==> src/rtl/bit_serializer.sv <==
// bit_serializer: parallel-to-serial converter, MSB first, with a
// valid/ready handshake on the parallel side. Back-to-back frames are
// emitted without a gap when a new word is offered in the final bit cycle.
// Optional feature macro: BIT_SERIALIZER_PARITY_EN appends one even-parity
// bit after data bit 0. The port list is the same in both builds.
module bit_serializer #(
  parameter int unsigned WIDTH = 8
) (
  input  logic             clk,
  input  logic             rst_n,
  input  logic [WIDTH-1:0] din,
  input  logic             din_valid,
  output logic             din_ready,
  output logic             out,
  output logic             out_valid,
  output logic             done
);

  localparam int unsigned CntW = $clog2(WIDTH + 1);
  // Data bits still to be emitted after the first one, loaded on handshake.
  localparam logic [CntW-1:0] CntLoad = CntW'(WIDTH - 1);
  localparam logic [CntW-1:0] CntOne  = CntW'(1);

`ifdef BIT_SERIALIZER_PARITY_EN
  typedef enum logic [1:0] {StIdle, StShift, StParity} state_e;
`else
  typedef enum logic [0:0] {StIdle, StShift} state_e;
`endif

  state_e            state_q;
  logic [WIDTH-1:0]  shreg_q;
  logic [CntW-1:0]   cnt_q;
  logic              last_data;
  logic              final_bit;
  logic              accept;
`ifdef BIT_SERIALIZER_PARITY_EN
  logic              par_q;
`endif

  // Final-bit detection and the combinational ready/handshake.
  always_comb begin
    last_data = (state_q == StShift) && (cnt_q == '0);
`ifdef BIT_SERIALIZER_PARITY_EN
    final_bit = (state_q == StParity);
`else
    final_bit = last_data;
`endif
    din_ready = (state_q == StIdle) || final_bit;
    accept    = din_valid && din_ready;
  end

  // Frame FSM with registered serial outputs.
  always_ff @(posedge clk or negedge rst_n) begin
    if (!rst_n) begin
      state_q   <= StIdle;
      shreg_q   <= '0;
      cnt_q     <= '0;
      out       <= 1'b0;
      out_valid <= 1'b0;
      done      <= 1'b0;
`ifdef BIT_SERIALIZER_PARITY_EN
      par_q     <= 1'b0;
`endif
    end else if (accept) begin
      // MSB goes straight to the output; the rest waits left-aligned.
      state_q   <= StShift;
      shreg_q   <= {din[WIDTH-2:0], 1'b0};
      cnt_q     <= CntLoad;
      out       <= din[WIDTH-1];
      out_valid <= 1'b1;
      done      <= 1'b0;
`ifdef BIT_SERIALIZER_PARITY_EN
      par_q     <= ^din;
`endif
    end else begin
      case (state_q)
        StShift: begin
          if (!last_data) begin
            out     <= shreg_q[WIDTH-1];
            shreg_q <= {shreg_q[WIDTH-2:0], 1'b0};
            cnt_q   <= cnt_q - CntOne;
`ifdef BIT_SERIALIZER_PARITY_EN
            done    <= 1'b0;
`else
            done    <= (cnt_q == CntOne);
`endif
          end else begin
`ifdef BIT_SERIALIZER_PARITY_EN
            state_q <= StParity;
            out     <= par_q;
            done    <= 1'b1;
`else
            state_q   <= StIdle;
            out       <= 1'b0;
            out_valid <= 1'b0;
            done      <= 1'b0;
`endif
          end
        end
        default: begin
          // Idle, or end of the parity cycle with no follow-on word.
          state_q   <= StIdle;
          out       <= 1'b0;
          out_valid <= 1'b0;
          done      <= 1'b0;
        end
      endcase
    end
  end

endmodule

==> config.mk <==
export PLATFORM = sky130hd
export DESIGN_NAME = bit_serializer
export DESIGN_NICKNAME = d
export VERILOG_FILES = /design/src/rtl/bit_serializer.sv
export SDC_FILE = /design/constraint.sdc
export NUM_CORES = 1
export LEC_CHECK = 0
export CAP_MARGIN = 10
export CORE_MARGIN = 5
export CORE_UTILIZATION = 48
export CTS_BUF_LIST = sky130_fd_sc_hd__clkbuf_16
export DETAILED_ROUTE_END_ITERATION = 7
export GPL_TIMING_DRIVEN = 0
export PLACE_DENSITY = 0.76
export SYNTH_ARGS = -nofsm -noshare
export SYNTH_HDL_FRONTEND = slang
export SYNTH_SLANG_ARGS = --single-unit
export TNS_END_PERCENT = 10
==> constraint.sdc <==
create_clock -name clk -period 2.7 [get_ports clk]
set_clock_uncertainty 0.05 [all_clocks]
set_input_delay 0.675 -clock clk [delete_from_list [all_inputs] [get_ports clk]]
set_output_delay 0.675 -clock clk [all_outputs]
set_load 0.01 [all_outputs]
; ---- After elaboration in Yosys (flattened, before gate mapping)
; Cells that the tools add are included.
[op_classes]
n_mux = 18
eq_ne = 3
add_sub_neg = 1
reduce_logical = 6
bitwise = 1
[ops]
columns = op, count
row1 = $mux W8, 3
row2 = $mux W1, 12
row3 = $mux W4, 3
row4 = $eq A4 B1 Y1 const B, 1
row5 = $logic_not A4 Y1, 1
row6 = $sub A4 B1 Y4 const B, 1
row7 = $ne A3 B1 Y1 const B, 1
row8 = $logic_and A1 B1 Y1, 2
row9 = $ne A2 B1 Y1 const B, 1
row10 = $reduce_and A2 Y1, 1
row11 = $reduce_bool A2 Y1, 1
row12 = $logic_or A1 B1 Y1, 1
row13 = $not A1 Y1, 1
[totals]
wordCells = 35
in_bits = 11
out_inout_bits = 4
reg_bits = 16

; ---- Depth between registers and ports, before layout
; Gate-level depths: netlist of run 1.
[depth]
depth_word = 6
mapped_depth = 7

; ---- Worst setup path before layout of run 1
; No wires, ideal clock.
[synth_path]
path_type = register to output
start = reg cnt_q[0]
end = out din_ready
n_path_buf = 1
t_arrival_ns = 1.412
path_stages_with_launch = 7
slack_ns = 0.563
cell_sequence = dfrtp_1 > inv_1 > ha_1 > or3b_1 > buf_6 > and2_4 > inv_1
[synth_between]
elab_chain_cells = 3
[synth_rtl]
columns = item, line
row1 = start: declaration, 32  ; logic [CntW-1:0] cnt_q;
row2 = start signal: assignment, 68  ; cnt_q <= CntLoad;
row3 = start signal: assignment, 81  ; cnt_q <= cnt_q - CntOne;
row4 = $logic_not A4 Y1, 42  ; last_data = (state_q == StShift) && (cnt_q == '0);
row5 = $logic_and A1 B1 Y1, 42
row6 = $logic_or A1 B1 Y1, 48  ; din_ready = (state_q == StIdle) || final_bit;
row7 = end: declaration, 13  ; output logic din_ready,
; No other way between the ends.

; ---- Worst setup path after layout of run 1
[layout_path]
start = reg cnt_q[1]
end = out din_ready
; Same word-level chain as after synthesis.

==> results of run 1 <==
==> synth_stat cells, drive strengths merged <==
master / instances
a211oi: 2
a21oi: 2
and2: 1
buf: 3
clkbuf: 2
dfrtp: 15
ha: 2
inv: 4
mux2: 1
mux2i: 8
nand2: 1
nand2b: 1
nand3: 7
nor2: 2
nor4: 1
nor4b: 1
o211ai: 1
o21ai: 7
o31a: 1
o31ai: 1
or3b: 1
xnor2: 1
==> worst max-delay path, cell delays in order, from the launching register on <==
cell and delay [ns]:
sky130_fd_sc_hd__dfrtp_1 0.39, sky130_fd_sc_hd__inv_1 0.09, sky130_fd_sc_hd__ha_2 0.18, sky130_fd_sc_hd__or3b_1 0.36, sky130_fd_sc_hd__buf_6 0.15, sky130_fd_sc_hd__and2_4 0.16, sky130_fd_sc_hd__inv_2 0.08, sky130_fd_sc_hd__clkdlybuf4s15_2 0.22
==> metal layers <==
metal / part of all wire / vias up / global-route usage
li1: - / 269 / -
met1: 0.45 / 298 / 0.201
met2: 0.49 / 12 / 0.217
met3: 0.036 / 5 / 0.0275
met4: 0.024 / 0 / 0.0807
met5: 0 / - / 0
==> flip-flops by register name, summed over array words and instances, names as in the netlist <==
signal / flops
shreg_q: 7
cnt_q: 4
done: 1
out: 1
out_valid: 1
state_q: 1
==> metrics by stage <==
step | setup WS (ns) | cells | total power, mW | hold WS, ns
after floorplan | 0.563 | 65 | 0.647 | 0.329
after global placement | -0.0424 | 94 | 0.767 | 0.438
after detailed placement | -0.0631 | 94 | 0.787 | 0.450
after CTS | 0.0101 | 98 | 1.08 | 0.465
after global routing | 0.00244 | 101 | 1.20 | 0.494
final | 0.0913 | 101 | 1.11 | 0.464
==> repair_timing <==
item | in CTS | in global routing
buffers inserted | 0 | 3
setup endpoints to repair | 1 | 1
resized for setup | 4 | 2
==> cells in the final DEF (no fill, tap or decap), drive strengths merged, types with 2 or more instances in the layout <==
master	count
dfrtp	15
inv	5
clkdlybuf4s50	12
a21oi	2
nand3	7
buf	6
ha	2
clkbuf	5
o21ai	7
nor2	2
a211oi	2
mux2i	8
==> cell families (layout without fill, tap and decap cells) <==
family,after synthesis,after routing,share of synthesized area
xor gates and xnor gates,1,1,0.0121
buffers and inverters,9,29,0.0676
AOI/OAI and AO/OA,14,14,0.116
muxes,9,9,0.132
DFF,15,15,0.520
and+or+nand+nor,15,15,0.118
adders and majority gates,2,2,0.0347
==> worst max path at each step <==
| stage | startpoint | end | slack (ns) |
|---|---|---|---|
| 6_report | cnt_q[1]$_DFFE_PN0P_ | din_ready | 0.09 |
| 2_1_floorplan | cnt_q[0]$_DFFE_PN0P_ | din_ready | 0.56 |
| 5_1_grt | cnt_q[0]$_DFFE_PN0P_ | din_ready | 0.002 |
| 4_1_cts | cnt_q[0]$_DFFE_PN0P_ | din_ready | 0.01 |
| 3_3_place_gp | cnt_q[0]$_DFFE_PN0P_ | din_ready | -0.04 |
| 3_5_place_dp | cnt_q[0]$_DFFE_PN0P_ | din_ready | -0.06 |
==> where the power goes <==
part           switching, mW  internal, mW
sequential            0.0666         0.317
clock                 0.0912         0.196
combinational          0.201         0.240
==> final cells by class <==
type | count | area (um2) | share of cell area
Clock buffer | 3 | 75.1 | 0.0767
Multi-Input combinational cell | 41 | 300 | 0.307
Inverter | 4 | 15.0 | 0.0153
Clock inverter | 1 | 3.75 | 0.00384
Sequential cell | 15 | 377 | 0.385
Buffer | 5 | 33.8 | 0.0345
Timing Repair Buffer | 16 | 154 | 0.157
Tap cell | 16 | 20.0 | 0.0205
==> flow_summary.toml, run 1 <==
[run_status]
status = "finished clean"

[final_layout]
finalNetCount = 99
layout-drive-gt1-share = 0.165
num_antenna_cells = 0
area_growth_pct = 35.5
nFillCells = 121
post-route-util = 0.665
finished_cell_area_um2 = 978

[die]
die_area_um2 = 2380
fp.coreArea_um2 = 1470
rows = 14
die_y_um = 48.8
initial_utilization = 0.491
chipWidth_um = 48.8
io_pins = 15

[worst_setup_path]
rrSetupSlack_ns = 0.78
timing_worst_setup_path_type = "reg2out"
worst_setup_path_start_kind = "flop"
timing.rr.start = "cnt_q[1]$_DFFE_PN0P_"
crit_arrival_ns = 1.88
timing.rr.end = "out_valid$_DFFE_PN0P_"
critical_path.max_fanout = 10
end_kind = "primary output"
required_ns = 1.98
reg2reg_depth = 7

[timing]
maxClockFrequency_mhz = 383
hold_violations = 0
setup_repair_after_global_routing_missed_its_margin = "false"
setup_viol_count_final = 0
worst_pin_slew_ns = 0.671
max-slew-margin-rel = 0.551
setup-tns-final_ns = 0
layout_min_cycle_time_ns = 2.61
timing.final.crit_share = 0.966
slew_viol_final = 0

[routing]
wl_per_cell_um = 15.6
post_drt_via_cell_ratio = 5.78
route.final.wire_length_um = 1580
detail_route.iter0.violations = 13
first_pass_iters = 4
num_vias = 584
ant_nets = 0
drc = 0

[yosys]
post_synthesis_cell_area_um2 = 722
synth.top_cell.area_share = 0.520
synth_seq_cells = 15
syn_avg_cell_area_um2 = 11.1
synth_top_cells_by_area = "sky130_fd_sc_hd__dfrtp_1, sky130_fd_sc_hd__mux2i_1, sky130_fd_sc_hd__nand3_1"
netlist_instances = 65
syn_nets = 78
synth_seq_area_share = 0.520
number_of_distinct_library_cells_after_synthesis = 23
synth_top_area_cell = "sky130_fd_sc_hd__dfrtp_1"
ys.warnings.count = 0

[grt]
grt_max_degree = 16
globalRoute.totalOverflow = 0
globalRouteTotalUtil = 0.147
antenna_found_initial = 0
grt_first_pass_wirelength_um = 2790
grt_pass1_vias = 604

[min_path]
worst_hold_path_type = "reg2reg"
worstHoldEndpoint = "shreg_q[3]$_DFFE_PN0P_"
hold_depth = 2
min_from = "shreg_q[2]$_DFFE_PN0P_"

[clocking]
clock_insertion_delay_at_the_later_pin_of_the_skew_report_ns = 0.25
clock_transition_at_the_register_clock_pins_on_the_worst_setup_and_hold_paths_after_cts_ns = 0.05
htreeDepth = 1
cts-buffers-inserted = 3
root_buffer = "sky130_fd_sc_hd__clkbuf_16"
cts.sinks = 15
clock_path_buffers = 2
cts_tree = "built"
cts_hold_buffers = 0

[pwr]
power-per-cell-area_nw_per_um2 = 1140
vdd_drop_max_uv = 685
power_leakage_nw = 0.444

[placed_design]
dpl-instance-area_um2 = 872
final_gp_congestion = 0.715
numPortBuffers = 13
dp_hpwl_um = 1020

[job]
drv.max_cap_violation_count = 0
No activity file was read; power rests on OpenSTA's default activity.
==> inputs of run 2 (changes only) <==
--- a/config.mk
+++ b/config.mk
@@ -12,5 +12,5 @@
 export DETAILED_ROUTE_END_ITERATION = 7
 export GPL_TIMING_DRIVEN = 0
-export PLACE_DENSITY = 0.76
+export PLACE_DENSITY_LB_ADDON = 0.15
 export SYNTH_ARGS = -nofsm -noshare
 export SYNTH_HDL_FRONTEND = slang
--- a/constraint.sdc
+++ b/constraint.sdc
@@ -3,3 +3,3 @@
 set_input_delay 0.675 -clock clk [delete_from_list [all_inputs] [get_ports clk]]
 set_output_delay 0.675 -clock clk [all_outputs]
-set_load 0.01 [all_outputs]
+set_load 0.02 [all_outputs]
==> flow_summary.toml, run 2 (synthesis gave the netlist of run 1 again) <==
[routing]
route.final.wire_length_um = 1420
drc = 0
first_pass_iters = 4
wl_per_cell_um = 14.4
ant_nets = 0
post_drt_via_cell_ratio = 5.63
num_vias = 552
detail_route.iter0.violations = 10

[placed_design]
dp_hpwl_um = 908
dpl-instance-area_um2 = 872
numPortBuffers = 13
final_gp_congestion = 0.690
placed_cells_incl_taps = 94
dpl_worst_slack_ns = -0.125

[pwr]
share_clk_of_total_power = 0.262
power-per-cell-area_nw_per_um2 = 1140
power_leakage_nw = 0.433
vdd_drop_max_uv = 785
p_switching_mw = 0.359
pwr-share-comb = 0.377
seq_power_share = 0.362
p_int_mw = 0.723
switching_share = 0.332

[final_layout]
max_flop_register = "shreg_q"
finalNetCount = 96
biggestRegsByFlops = "shreg_q (7), cnt_q (4)"
mostFrequentLayoutCell = "sky130_fd_sc_hd__dfrtp_1"
flip_flop_count_of_the_largest_register_after_layout = 7
post-route-util = 0.646
finished_cell_area_um2 = 951
num_antenna_cells = 0
area_growth_pct = 31.7
post_layout_instance_count_excluding_filler_cells = 98
mostFrequentLayoutCells = "sky130_fd_sc_hd__dfrtp_1, sky130_fd_sc_hd__clkdlybuf4s50_1, sky130_fd_sc_hd__mux2i_1"
layout-drive-gt1-share = 0.122

[grt]
antenna_found_initial = 0
globalRoute.totalOverflow = 0
globalRouteTotalUtil = 0.135
grt_pass1_vias = 561
grt_first_pass_wirelength_um = 2530
grt_max_degree = 16

[timing]
setup_repair_after_global_routing_missed_its_margin = "false"
timing.final.crit_share = 0.970
slew_viol_final = 0
hold_violations = 0
maxClockFrequency_mhz = 382
setup-tns-final_ns = 0
layout_min_cycle_time_ns = 2.62
max-slew-margin-rel = 0.549
setup_viol_count_final = 0
worst_pin_slew_ns = 0.675
timing.final.ws_setup_ns = 0.0817

[job]
drv.max_cap_violation_count = 0

[clocking]
clock_path_buffers = 2
clock_insertion_delay_at_the_later_pin_of_the_skew_report_ns = 0.24
cts-buffers-inserted = 3
cts_setup_buffers = 0
cts.sinks = 15
htreeDepth = 1
clock_transition_at_the_register_clock_pins_on_the_worst_setup_and_hold_paths_after_cts_ns = 0.05
cts_hold_buffers = 0
root_buffer = "sky130_fd_sc_hd__clkbuf_16"
cts_tree = "built"
post_cts_resize_count = 4

[worst_setup_path]
timing.rr.end = "out_valid$_DFFE_PN0P_"
timing.rr.start = "cnt_q[0]$_DFFE_PN0P_"
critical_path.max_fanout = 10
rrSetupSlack_ns = 0.76
crit_chain = "inv_1, ha_1, or3b_1, buf_6, and2_4, inv_1, buf_4"
crit_arrival_ns = 1.89
cpPeakStageDelay_ns = 0.44
required_ns = 1.98
timing_worst_setup_path_type = "reg2out"
end_kind = "primary output"
reg2reg_depth = 7
cp_common_cell = "sky130_fd_sc_hd__inv_1"
worst_setup_path_start_kind = "flop"
crit_path_top_delay_cell = "sky130_fd_sc_hd__dfrtp_2"

[die]
fp.coreArea_um2 = 1470
die_area_um2 = 2380
io_pins = 15
rows = 14
chipWidth_um = 48.8
die_y_um = 48.8
initial_utilization = 0.491

[min_path]
min_from = "shreg_q[7]$_DFFE_PN0P_"
hold_depth = 2
worst_hold_path_type = "reg2reg"
worstHoldEndpoint = "out$_DFF_PN0_"

[run_status]
status = "finished clean"
run 2: cell count changes in the layout (fill, tap and decap cells not counted), sizes merged:
cell / before / now
clkdlybuf4s15: 1 / 0
inv: 5 / 4
clkinv: 0 / 1
buf: 6 / 4
run 2: worst max path at each step:
stage                     slack [ns]   endpoint  cells past startpoint            startpoint
final                           0.08  din_ready                      7  cnt_q[0]$_DFFE_PN0P_
after global routing            0.01  din_ready                      7  cnt_q[0]$_DFFE_PN0P_
after CTS                       0.05  din_ready                      7  cnt_q[0]$_DFFE_PN0P_
after detailed placement       -0.12  din_ready                      7  cnt_q[0]$_DFFE_PN0P_
after global placement         -0.11  din_ready                      7  cnt_q[0]$_DFFE_PN0P_
after floorplan                 0.51  din_ready                      6  cnt_q[0]$_DFFE_PN0P_
run 2: layout make-up:
cell class | count | area (um2)
buffer | 5 | 33.8
clock buffer | 3 | 75.1
clock inverter | 1 | 5.00
fill | 125 | 520
inverter | 4 | 15.0
multi-input combinational | 41 | 298
sequential | 15 | 377
tap | 16 | 20.0
timing repair buffer | 13 | 128
run 2: layer usage:
metal  track usage  up-vias  wire, um  part of all wire
met2         0.213       19       643              0.45
met3        0.0398        4       100             0.071
met1         0.167      267       644              0.45
met5             0        -         0                 0
met4        0.0673        0        27             0.019
li1              -      262         -                 -
run 2: power groups by stage:
stage | registers (mW) | clock network, mW | logic (mW)
after floorplan | 0.396 | 0 | 0.272
after global placement | 0.384 | 0 | 0.406
after detailed placement | 0.388 | 0 | 0.412
after CTS | 0.388 | 0.293 | 0.407
after global routing | 0.407 | 0.304 | 0.455
final | 0.391 | 0.283 | 0.408
run 2: worst max-delay path, delay by kind of cell (launching register included):
family                   cells  cell delay (ns)
buffers and inverters        4             0.52
AND/OR/NAND/NOR              2             0.52
flip-flops                   1             0.44
adder cells (fa/ha/maj)      1             0.17
run 2: stage by stage:
step | power [mW] | hold WS [ns]
floorplan | 0.668 | 0.329
global placement | 0.790 | 0.442
detailed placement | 0.800 | 0.448
CTS | 1.09 | 0.462
global route | 1.17 | 0.487
finish | 1.08 | 0.456
